--- src/rtl/pipeline_retire_tracker_pkg.sv ---
// Shared types for the retire tracker.
//   trace_rec_t : one retire record as seen by the trace consumer
//   slot_t      : per-stage pipeline slot (record minus retire_cyc, plus valid)
//   STALL_SAT   : saturation value of the per-instruction stall counter
// No ports; imported by the tracker, its interface and its FIFO user.
package wisc_trace_pkg;

  localparam int ADDR_W = 16;
  localparam int CYC_W  = 32;
  localparam int SEQ_W  = 16;

  localparam logic [3:0] STALL_SAT = 4'hF;

  typedef struct packed {
    logic [SEQ_W-1:0]  seq;
    logic [ADDR_W-1:0] pc;
    logic [ADDR_W-1:0] instr;
    logic [CYC_W-1:0]  fetch_cyc;
    logic [CYC_W-1:0]  retire_cyc;
    logic [3:0]        stall_cyc;
  } trace_rec_t;

  typedef struct packed {
    logic              valid;
    logic [SEQ_W-1:0]  seq;
    logic [ADDR_W-1:0] pc;
    logic [ADDR_W-1:0] instr;
    logic [CYC_W-1:0]  fetch_cyc;
    logic [3:0]        stall_cyc;
  } slot_t;

  // Stamp a retiring slot with the cycle it writes back on.
  function automatic trace_rec_t slot_to_rec(input slot_t s, input logic [CYC_W-1:0] cyc);
    trace_rec_t r;
    r.seq        = s.seq;
    r.pc         = s.pc;
    r.instr      = s.instr;
    r.fetch_cyc  = s.fetch_cyc;
    r.retire_cyc = cyc;
    r.stall_cyc  = s.stall_cyc;
    return r;
  endfunction

endpackage

--- src/rtl/pipeline_retire_tracker_if.sv ---
// Bus between the WISC pipeline/trace consumer and the retire tracker.
//   if_valid/if_pc/if_instr : fetch stage contents
//   stall/flush             : pipeline control seen by IF/ID
//   out_valid/out_ready/out_rec : retire record stream
//   overflow/drop_cnt/cycle : status
// Handshake: a record transfers on a rising edge where out_valid && out_ready;
// while out_valid && !out_ready the record on out_rec does not change, and
// out_valid never depends combinationally on out_ready.
// Modports: master = tracker side, slave = pipeline/consumer side.
interface pipeline_retire_tracker_if;
  import wisc_trace_pkg::*;

  logic              if_valid;
  logic [ADDR_W-1:0] if_pc;
  logic [ADDR_W-1:0] if_instr;
  logic              stall;
  logic              flush;
  logic              out_valid;
  logic              out_ready;
  trace_rec_t        out_rec;
  logic              overflow;
  logic [7:0]        drop_cnt;
  logic [CYC_W-1:0]  cycle;

  modport master (
    input  if_valid, if_pc, if_instr, stall, flush, out_ready,
    output out_valid, out_rec, overflow, drop_cnt, cycle
  );

  modport slave (
    output if_valid, if_pc, if_instr, stall, flush, out_ready,
    input  out_valid, out_rec, overflow, drop_cnt, cycle
  );
endinterface

--- src/rtl/pipeline_retire_tracker_trace_fifo.sv ---
// trace_fifo: synchronous FIFO of DEPTH entries of type T.
//   push/push_data/full : write side; a push while full is accepted only
//                         when a pop happens on the same edge
//   out_valid/out_ready/out_data : read side, registered valid, no bypass
// Asynchronous active-low reset empties the FIFO.
module trace_fifo #(
  parameter int  DEPTH = 4,
  parameter type T     = logic
) (
  input  logic clk,
  input  logic rst_n,
  input  logic push,
  input  T     push_data,
  output logic full,
  output logic out_valid,
  input  logic out_ready,
  output T     out_data
);
  localparam int AW = $clog2(DEPTH);

  T           mem [DEPTH];
  logic [AW:0] wr_ptr;
  logic [AW:0] rd_ptr;
  logic        pop;
  logic        wr_en;

  // Extra pointer bit distinguishes full from empty.
  assign out_valid = (wr_ptr != rd_ptr);
  assign full      = (wr_ptr[AW] != rd_ptr[AW]) && (wr_ptr[AW-1:0] == rd_ptr[AW-1:0]);
  assign pop       = out_valid && out_ready;
  assign wr_en     = push && (!full || pop);
  assign out_data  = mem[rd_ptr[AW-1:0]];

  always_ff @(posedge clk or negedge rst_n) begin
    if (!rst_n) begin
      wr_ptr <= '0;
      rd_ptr <= '0;
    end else begin
      if (wr_en) wr_ptr <= wr_ptr + 1'b1;
      if (pop)   rd_ptr <= rd_ptr + 1'b1;
    end
  end

  // Storage needs no reset: an entry is only read after it was written.
  always_ff @(posedge clk) begin
    if (wr_en) mem[wr_ptr[AW-1:0]] <= push_data;
  end
endmodule

--- src/rtl/pipeline_retire_tracker.sv ---
// pipeline_retire_tracker: follows each fetched instruction through the
// ID/EX/MEM/WB slots of the WISC 5-stage pipeline and emits one retire record
// per instruction into a small FIFO.
//   clk, rst_n : clock, asynchronous active-low reset
//   bus        : master modport (fetch/stall/flush in, record stream and status out)
// The WB stage has no register of its own: the edge that moves an instruction
// from MEM into WB is the edge that writes its record into the FIFO.
module pipeline_retire_tracker
  import wisc_trace_pkg::*;
#(
  parameter int FIFO_DEPTH = 4
) (
  input  logic                       clk,
  input  logic                       rst_n,
  pipeline_retire_tracker_if.master  bus
);

  slot_t            id_q;
  slot_t            ex_q;
  slot_t            mem_q;
  logic [CYC_W-1:0] cycle_q;
  logic [SEQ_W-1:0] seq_q;
  logic             overflow_q;
  logic [7:0]       drop_q;

  logic             push;
  logic             fifo_full;
  logic             fifo_valid;
  logic             drop;
  trace_rec_t       push_rec;

  assign push     = mem_q.valid;
  assign push_rec = slot_to_rec(mem_q, cycle_q);
  // A full FIFO still accepts the retire if the head leaves on the same edge.
  assign drop     = push && fifo_full && !(fifo_valid && bus.out_ready);

  always_ff @(posedge clk or negedge rst_n) begin
    if (!rst_n) begin
      id_q       <= '0;
      ex_q       <= '0;
      mem_q      <= '0;
      cycle_q    <= '0;
      seq_q      <= '0;
      overflow_q <= 1'b0;
      drop_q     <= '0;
    end else begin
      cycle_q <= cycle_q + 1'b1;
      if (!bus.stall) begin
        if (bus.if_valid && !bus.flush) begin
          id_q.valid     <= 1'b1;
          id_q.seq       <= seq_q;
          id_q.pc        <= bus.if_pc;
          id_q.instr     <= bus.if_instr;
          id_q.fetch_cyc <= cycle_q;
          id_q.stall_cyc <= 4'd0;
          seq_q          <= seq_q + 1'b1;
        end else begin
          id_q <= '0;
        end
        ex_q <= id_q;
      end else begin
        // Stall takes priority over flush: ID holds, a bubble enters EX.
        if (id_q.valid && (id_q.stall_cyc != STALL_SAT))
          id_q.stall_cyc <= id_q.stall_cyc + 1'b1;
        ex_q <= '0;
      end
      mem_q <= ex_q;
      if (drop) begin
        overflow_q <= 1'b1;
        if (drop_q != 8'hFF) drop_q <= drop_q + 1'b1;
      end
    end
  end

  trace_fifo #(
    .DEPTH (FIFO_DEPTH),
    .T     (trace_rec_t)
  ) u_fifo (
    .clk       (clk),
    .rst_n     (rst_n),
    .push      (push),
    .push_data (push_rec),
    .full      (fifo_full),
    .out_valid (fifo_valid),
    .out_ready (bus.out_ready),
    .out_data  (bus.out_rec)
  );

  assign bus.out_valid = fifo_valid;
  assign bus.overflow  = overflow_q;
  assign bus.drop_cnt  = drop_q;
  assign bus.cycle     = cycle_q;

endmodule

--- src/flat_wrapper.sv ---
// flat-port wrapper written by rule: the top's interface ports become plain ports
module pipeline_retire_tracker_flat import wisc_trace_pkg::*;
#(
  parameter int FIFO_DEPTH = 4
)
  (clk, rst_n, bus_if_valid, bus_if_pc, bus_if_instr, bus_stall, bus_flush, bus_out_ready, bus_out_valid, bus_out_rec, bus_overflow, bus_drop_cnt, bus_cycle);
  pipeline_retire_tracker_if bus_i ();
  input  logic clk;
  input  logic rst_n;
  input wire logic [$bits(bus_i.if_valid)-1:0] bus_if_valid;
  input wire logic [$bits(bus_i.if_pc)-1:0] bus_if_pc;
  input wire logic [$bits(bus_i.if_instr)-1:0] bus_if_instr;
  input wire logic [$bits(bus_i.stall)-1:0] bus_stall;
  input wire logic [$bits(bus_i.flush)-1:0] bus_flush;
  input wire logic [$bits(bus_i.out_ready)-1:0] bus_out_ready;
  output wire logic [$bits(bus_i.out_valid)-1:0] bus_out_valid;
  output wire logic [$bits(bus_i.out_rec)-1:0] bus_out_rec;
  output wire logic [$bits(bus_i.overflow)-1:0] bus_overflow;
  output wire logic [$bits(bus_i.drop_cnt)-1:0] bus_drop_cnt;
  output wire logic [$bits(bus_i.cycle)-1:0] bus_cycle;
  assign bus_i.if_valid = bus_if_valid;
  assign bus_i.if_pc = bus_if_pc;
  assign bus_i.if_instr = bus_if_instr;
  assign bus_i.stall = bus_stall;
  assign bus_i.flush = bus_flush;
  assign bus_i.out_ready = bus_out_ready;
  assign bus_out_valid = bus_i.out_valid;
  assign bus_out_rec = bus_i.out_rec;
  assign bus_overflow = bus_i.overflow;
  assign bus_drop_cnt = bus_i.drop_cnt;
  assign bus_cycle = bus_i.cycle;
  pipeline_retire_tracker #(.FIFO_DEPTH(FIFO_DEPTH)) u_core (.clk(clk), .rst_n(rst_n), .bus(bus_i));
endmodule
--- config.mk ---
export PLATFORM = sky130hd
export DESIGN_NAME = pipeline_retire_tracker_flat
export DESIGN_NICKNAME = d
export VERILOG_FILES = /design/src/rtl/pipeline_retire_tracker_pkg.sv /design/src/rtl/pipeline_retire_tracker_if.sv /design/src/rtl/pipeline_retire_tracker_trace_fifo.sv /design/src/rtl/pipeline_retire_tracker.sv /design/src/flat_wrapper.sv
export SDC_FILE = /design/constraint.sdc
export NUM_CORES = 1
export LEC_CHECK = 0
export ABC_CLOCK_PERIOD_IN_PS = 19300
export CORE_MARGIN = 8
export CORE_UTILIZATION = 51
export CTS_CLUSTER_SIZE = 28
export DETAILED_ROUTE_END_ITERATION = 16
export DONT_BUFFER_PORTS = 1
export PLACE_DENSITY_LB_ADDON = 0.3
export SETUP_SLACK_MARGIN = 0.4
export SLEW_MARGIN = 20
export SYNTH_ARGS = -nofsm -noshare
export SYNTH_HDL_FRONTEND = slang
export SYNTH_SLANG_ARGS = --single-unit
--- constraint.sdc ---
create_clock -name clk -period 19.3 [get_ports clk]
set_input_delay 3.86 -clock clk [delete_from_list [all_inputs] [get_ports clk]]
set_output_delay 3.86 -clock clk [all_outputs]
set_load 0.05 [all_outputs]
# Word-level counts from Yosys, hierarchy flattened
# Memory sizes are Yosys's and may differ from the RTL's.
# Index checks and enable logic that the tools add are counted.
# Widths: inputs -> output; s select.
# classes
addsub	6
n_eq_ne	6
mux	6
bitwise	1
reduce_logical	13
# op_table
operator	n
$mux 85	2
$add 32x1->32 const B	1
$add 16x1->16 const B	1
$add 8x1->8 const B	1
$mux 4	2
$ne 8x8->1 const B	1
$logic_and 1x1->1	7
$add 3x1->3 const B	2
$add 4x1->4 const B	1
$ne 4x4->1 const B	1
$reduce_and 2->1	2
$logic_not 1->1	3
$ne 3x3->1	1
$eq 2x2->1	1
$mux 1	2
$ne 2x1->1 const B	1
$logic_or 1x1->1	1
$ne 1x1->1	1
$not 1->1	1
# word_totals
reg_bits	318
ramBits	464
inputBits	38
elab_cells	57
n_memories	1
# memory_table
name	depth	word_bits	rd	rd_clocked_by_memory_dff	wr	line	rtl
u_core.u_fifo.mem	4	116	1	0	1	pipeline_retire_tracker_trace_fifo.sv:21	T mem [DEPTH];

# Logic depth before layout (Yosys ltp)
# logic_depth
ltp_word	7
mapped_depth	6

# Cells and area by module
# A second synthesis with hierarchy kept.
# hier_totals
cells_unflattened	1346
area_unflattened_um2	27594.0
# by_module_without_submodules
module	instances	cells_per_inst	area_per_inst_um2	seq_area_each_um2
trace_fifo	1	659	17202.7	14083.5
pipeline_retire_tracker	1	687	10391.2	7807.5

# Worst setup path before layout
# No wires, ideal clock.
# synth_path
path_kind	input to register
startpoint	input port bus_out_ready
endpoint	memory u_core.u_fifo.mem[0][0] (netlist name) (enable)
t_arrival_ps	9106
slack_ps	9601
path_stages	3
n_path_buf	0
cell_sequence	and4b_1 nand2b_1 nor2_1
# synth_between
elab_chain_len	5
# synth_rtl
item	line	rtl
start, declared	flat_wrapper.sv:15	input wire logic [$bits(bus_i.out_ready)-1:0] bus_out_ready;
$logic_and 1x1->1	pipeline_retire_tracker_trace_fifo.sv:30	assign pop = out_valid && out_ready;
$logic_or 1x1->1	pipeline_retire_tracker_trace_fifo.sv:31	assign wr_en = push && (!full || pop);
$logic_and 1x1->1	pipeline_retire_tracker_trace_fifo.sv:31	
$mux 1	pipeline_retire_tracker_trace_fifo.sv:46	if (wr_en) mem[wr_ptr[AW-1:0]] <= push_data;
$mux 1 (not written as such)	pipeline_retire_tracker_trace_fifo.sv:46	
end, declared	pipeline_retire_tracker_trace_fifo.sv:21	
# Every way passes these cells.

# Final worst setup path
# layout_path
startpoint	register u_core.u_fifo.rd_ptr[1]
endpoint	output port bus_out_valid
# layout_between
elab_chain_len	1
# layout_rtl
item	line	rtl
start, declared	pipeline_retire_tracker_trace_fifo.sv:23	logic [AW:0] rd_ptr;
start signal, assigned	pipeline_retire_tracker_trace_fifo.sv:40	if (pop) rd_ptr <= rd_ptr + 1'b1;
$ne 3x3->1	pipeline_retire_tracker_trace_fifo.sv:28	assign out_valid = (wr_ptr != rd_ptr);
end, declared	flat_wrapper.sv:16	output wire logic [$bits(bus_i.out_valid)-1:0] bus_out_valid;
# Every way passes these cells.

==> impl_results.md <==
* Async SR Flop Fraction at approximately two fifths
* HP Class: register to register
* Post-route cell area at roughly 0.031 mm2
* Syn. warnings at 0
* Crit path capture type: output pin
* Final Cycle Share at 37.2%
* Internal power at just under 3 mW
* Num CTS Buffers at 77
* Worst-skew pair later-pin latency at a little over 0.6 ns
* Tmin final at 7.19 ns
* Max Fanout on Critical Path at between 60 and 70
* Port bufs at 0
* VDD IR-drop max at 0.0949 mV
* Commonest non-fill, non-tap cells in the layout: 464 x edfxtp_1, 316 x dfrtp_1, 116 x mux4_2
* Reg2Reg Depth at 7
* Row count at 85
* Worst-path clk slew at approximately 0.060 ns
* Initial Utilization at roughly half
* Post-Synthesis Cells at 1327
* DR WL/cell at between 20 and 25 um
* Worst-Margin Slew at just over 1 ns
* HPWL Detailed at 31.1 mm
* Mapped Area at about 0.027 mm2
* Total setup buffers inserted after CTS at 0
* Number of fill cells at 3835
* CTS tree: done
* Post-synth EDFFs at approximately 460
* Remaining antenna violation count at 0
* Die H at between 200 and 250 um
* Max cap viols at 0
* CP required at around 15 ns
* Final hold vios at 0
* Share of cells above drive strength 1 at between 10% and 20%
* DR pass1 iterations at 6
* Die span in x at roughly 250 um
* P_sw at about 1.4 mW
* Hold_buf cts at 0
* WL final at 52.4 mm
* Gr ovfl total at 0
* Reg power frac at around 44%
* Status: completed
* Sw frac at between 30% and 40%
* R2r setup slk at about 14 ns
* Synthesized net count at approximately 1400
* Most common cell after layout, fill and taps aside: edfxtp_1
* Via count at approximately 12000
* Post_cts resized at 0
* Min-Delay Startpoint: u_core.ex_q[13]$_DFF_PN0_
* Die ar. at roughly 0.062 mm2
* Clock skew at ~0.030 ns
* Synth-to-Final Area Change at 12.0%
* CTS max path bufs at 3
* Prevailing post-synth register cell: edfxtp_1
* Final Core Density at a little under three fifths
* Clock sink total at approximately 800
* DP Area at between 0.02 and 0.03 mm2
* Clock share of power at roughly a third
* Overall Global Routing Usage at between 15 and 20%
* Sequential cell area fraction in the yosys report at 79.7%
* Library cells used by synthesis at 46
* WS Path Type: register to output pin
* Setup TNS at 0 ns
* CP Launch Point: u_core.u_fifo.rd_ptr[1]$_DFFE_PN0P_
* Fmax at around 140 MHz
* Final #Nets at approximately 1400
* Crit start category: register
* FF-to-FF Start: u_core.u_fifo.rd_ptr[1]$_DFFE_PN0P_
* Final Slew Violations at 0
* Pin count of the biggest net entering global routing at 319
* Drc violations at 0
* Worst setup path endpoint: bus_out_valid
* Yosys reg bits at between 700 and 800
* Starting DRT DRC Count at about 800
* Leak Pwr at 11.7 nW
* Setup Viol. Count Final at 0
* Vias per cell at ~5.6
* Reg2reg end: u_core.u_fifo.mem[1][84]$_DFFE_PP_
* GPL Wtd Cong at just under 0.8
* CTS root buf: clkbuf_16
* Pwr dens at 143 mW/mm2
* Number of global-route vias before repair at 12700
* Syn avg cell area at approximately 21 um2
* IO Count at 196
* ANT cells at 0
* Unrepaired setup endpoints after global routing: no
* Slew headroom at between 30% and 40%
* First-pass GRT wire length at 80.5 mm
* Comb power frac at 22.7%
* Core Box Area at roughly 0.053 mm2
* WP data arrival at around 3.3 ns
* H-tree level count at 3
* Initial antenna violation count at 1
## layout make-up
type,count,area [um2],area share (%)
Timing Repair Buffer,18,135,0.439
Clock inverter,30,273,0.887
Multi-Input combinational cell,478,5320,17.3
Inverter,10,42.5,0.138
Tap cell,696,871,2.83
Sequential cell,782,21900,71.2
Clock buffer,113,2210,7.18
## worst max-delay path: stages, from the launching register on
cell,delay (ns)
dfrtp_4,0.98
buf_4,0.87
xnor2_1,0.22
nand3b_1,0.54
## how the worst min path moves through the flow
stage,end,slack (ns),depth (start not counted)
2_1_floorplan,u_core.mem_q[0]$_DFF_PN0_,0.33,0
3_3_place_gp,u_core.mem_q[47]$_DFF_PN0_,0.33,0
3_5_place_dp,u_core.mem_q[15]$_DFF_PN0_,0.33,0
4_1_cts,u_core.mem_q[13]$_DFF_PN0_,0.34,0
5_1_grt,u_core.mem_q[48]$_DFF_PN0_,0.35,0
6_report,u_core.mem_q[13]$_DFF_PN0_,0.34,0
## synthesized netlist by cell type, drive strengths merged, types with 2 or more instances
cell type / instances / share of area, %
and4: 3 / 0.10
a31oi: 3 / 0.068
inv: 10 / 0.14
and2: 5 / 0.11
nor3: 3 / 0.096
ha: 9 / 0.41
nor3b: 2 / 0.073
nand2: 28 / 0.38
mux4: 116 / 9.5
and3: 11 / 0.25
dfrtp: 318 / 29
mux2: 4 / 0.16
o21ai: 4 / 0.073
nand4: 20 / 0.53
a21oi: 2 / 0.036
edfxtp: 464 / 51
nor4: 3 / 0.18
nand3: 22 / 0.40
xor2: 8 / 0.26
and4b: 2 / 0.073
buf: 25 / 0.46
nand3b: 2 / 0.055
nor2: 8 / 0.12
nor2b: 86 / 2.0
a22o: 75 / 2.4
nand2b: 2 / 0.046
clkbuf: 32 / 0.44
xnor2: 51 / 1.6
## through the flow
step | hold WS [ns] | power [mW] | setup slack (ns) | cells
CTS | 0.337 | 4.45 | 12.03 | 2127
finish | 0.338 | 4.39 | 12.11 | 2127
global placement | 0.331 | 2.98 | 12.58 | 1984
global route | 0.353 | 4.54 | 11.95 | 2127
floorplan | 0.331 | 2.87 | 9.60 | 1327
detailed placement | 0.335 | 3.00 | 12.55 | 1984
## registers in the layout, summed over array words and instances (netlist names)
| name | count |
|---|---|
| u_core.u_fifo.mem | 464 |
| u_core.ex_q | 85 |
| u_core.id_q | 85 |
| u_core.mem_q | 84 |
| u_core.bus.cycle | 32 |
| u_core.seq_q | 16 |
| u_core.bus.drop_cnt | 8 |
| u_core.u_fifo.rd_ptr | 3 |
| u_core.u_fifo.wr_ptr | 3 |
| u_core.bus.overflow | 1 |
| u_core.push | 1 |
## power groups by stage
stage               logic [mW]  clock network, mW  registers [mW]
global route              1.04               1.55            1.96
detailed placement        1.01                  0            1.98
global placement          1.00                  0            1.98
CTS                       1.02               1.48            1.95
finish                   0.995               1.45            1.95
floorplan                0.946                  0            1.92
## cell families after synthesis
| logic type | share of synthesized area (%) |
|---|---|
| buf+inv | 1.03 |
| compound gates | 2.66 |
| flops | 79.7 |
| fa+ha+maj | 0.410 |
| xor+xnor | 1.88 |
| simple gates | 4.65 |
| mux | 9.68 |
## metal layers
metal	GRT usage, %	wire [um]	up-vias
li1	-	-	5215
met1	23.8	22700	6363
met2	28.1	25900	280
met3	4.13	2710	86
met4	5.09	1100	2
met5	0	13	-
Note: power is estimated with default switching activity, not from simulation.
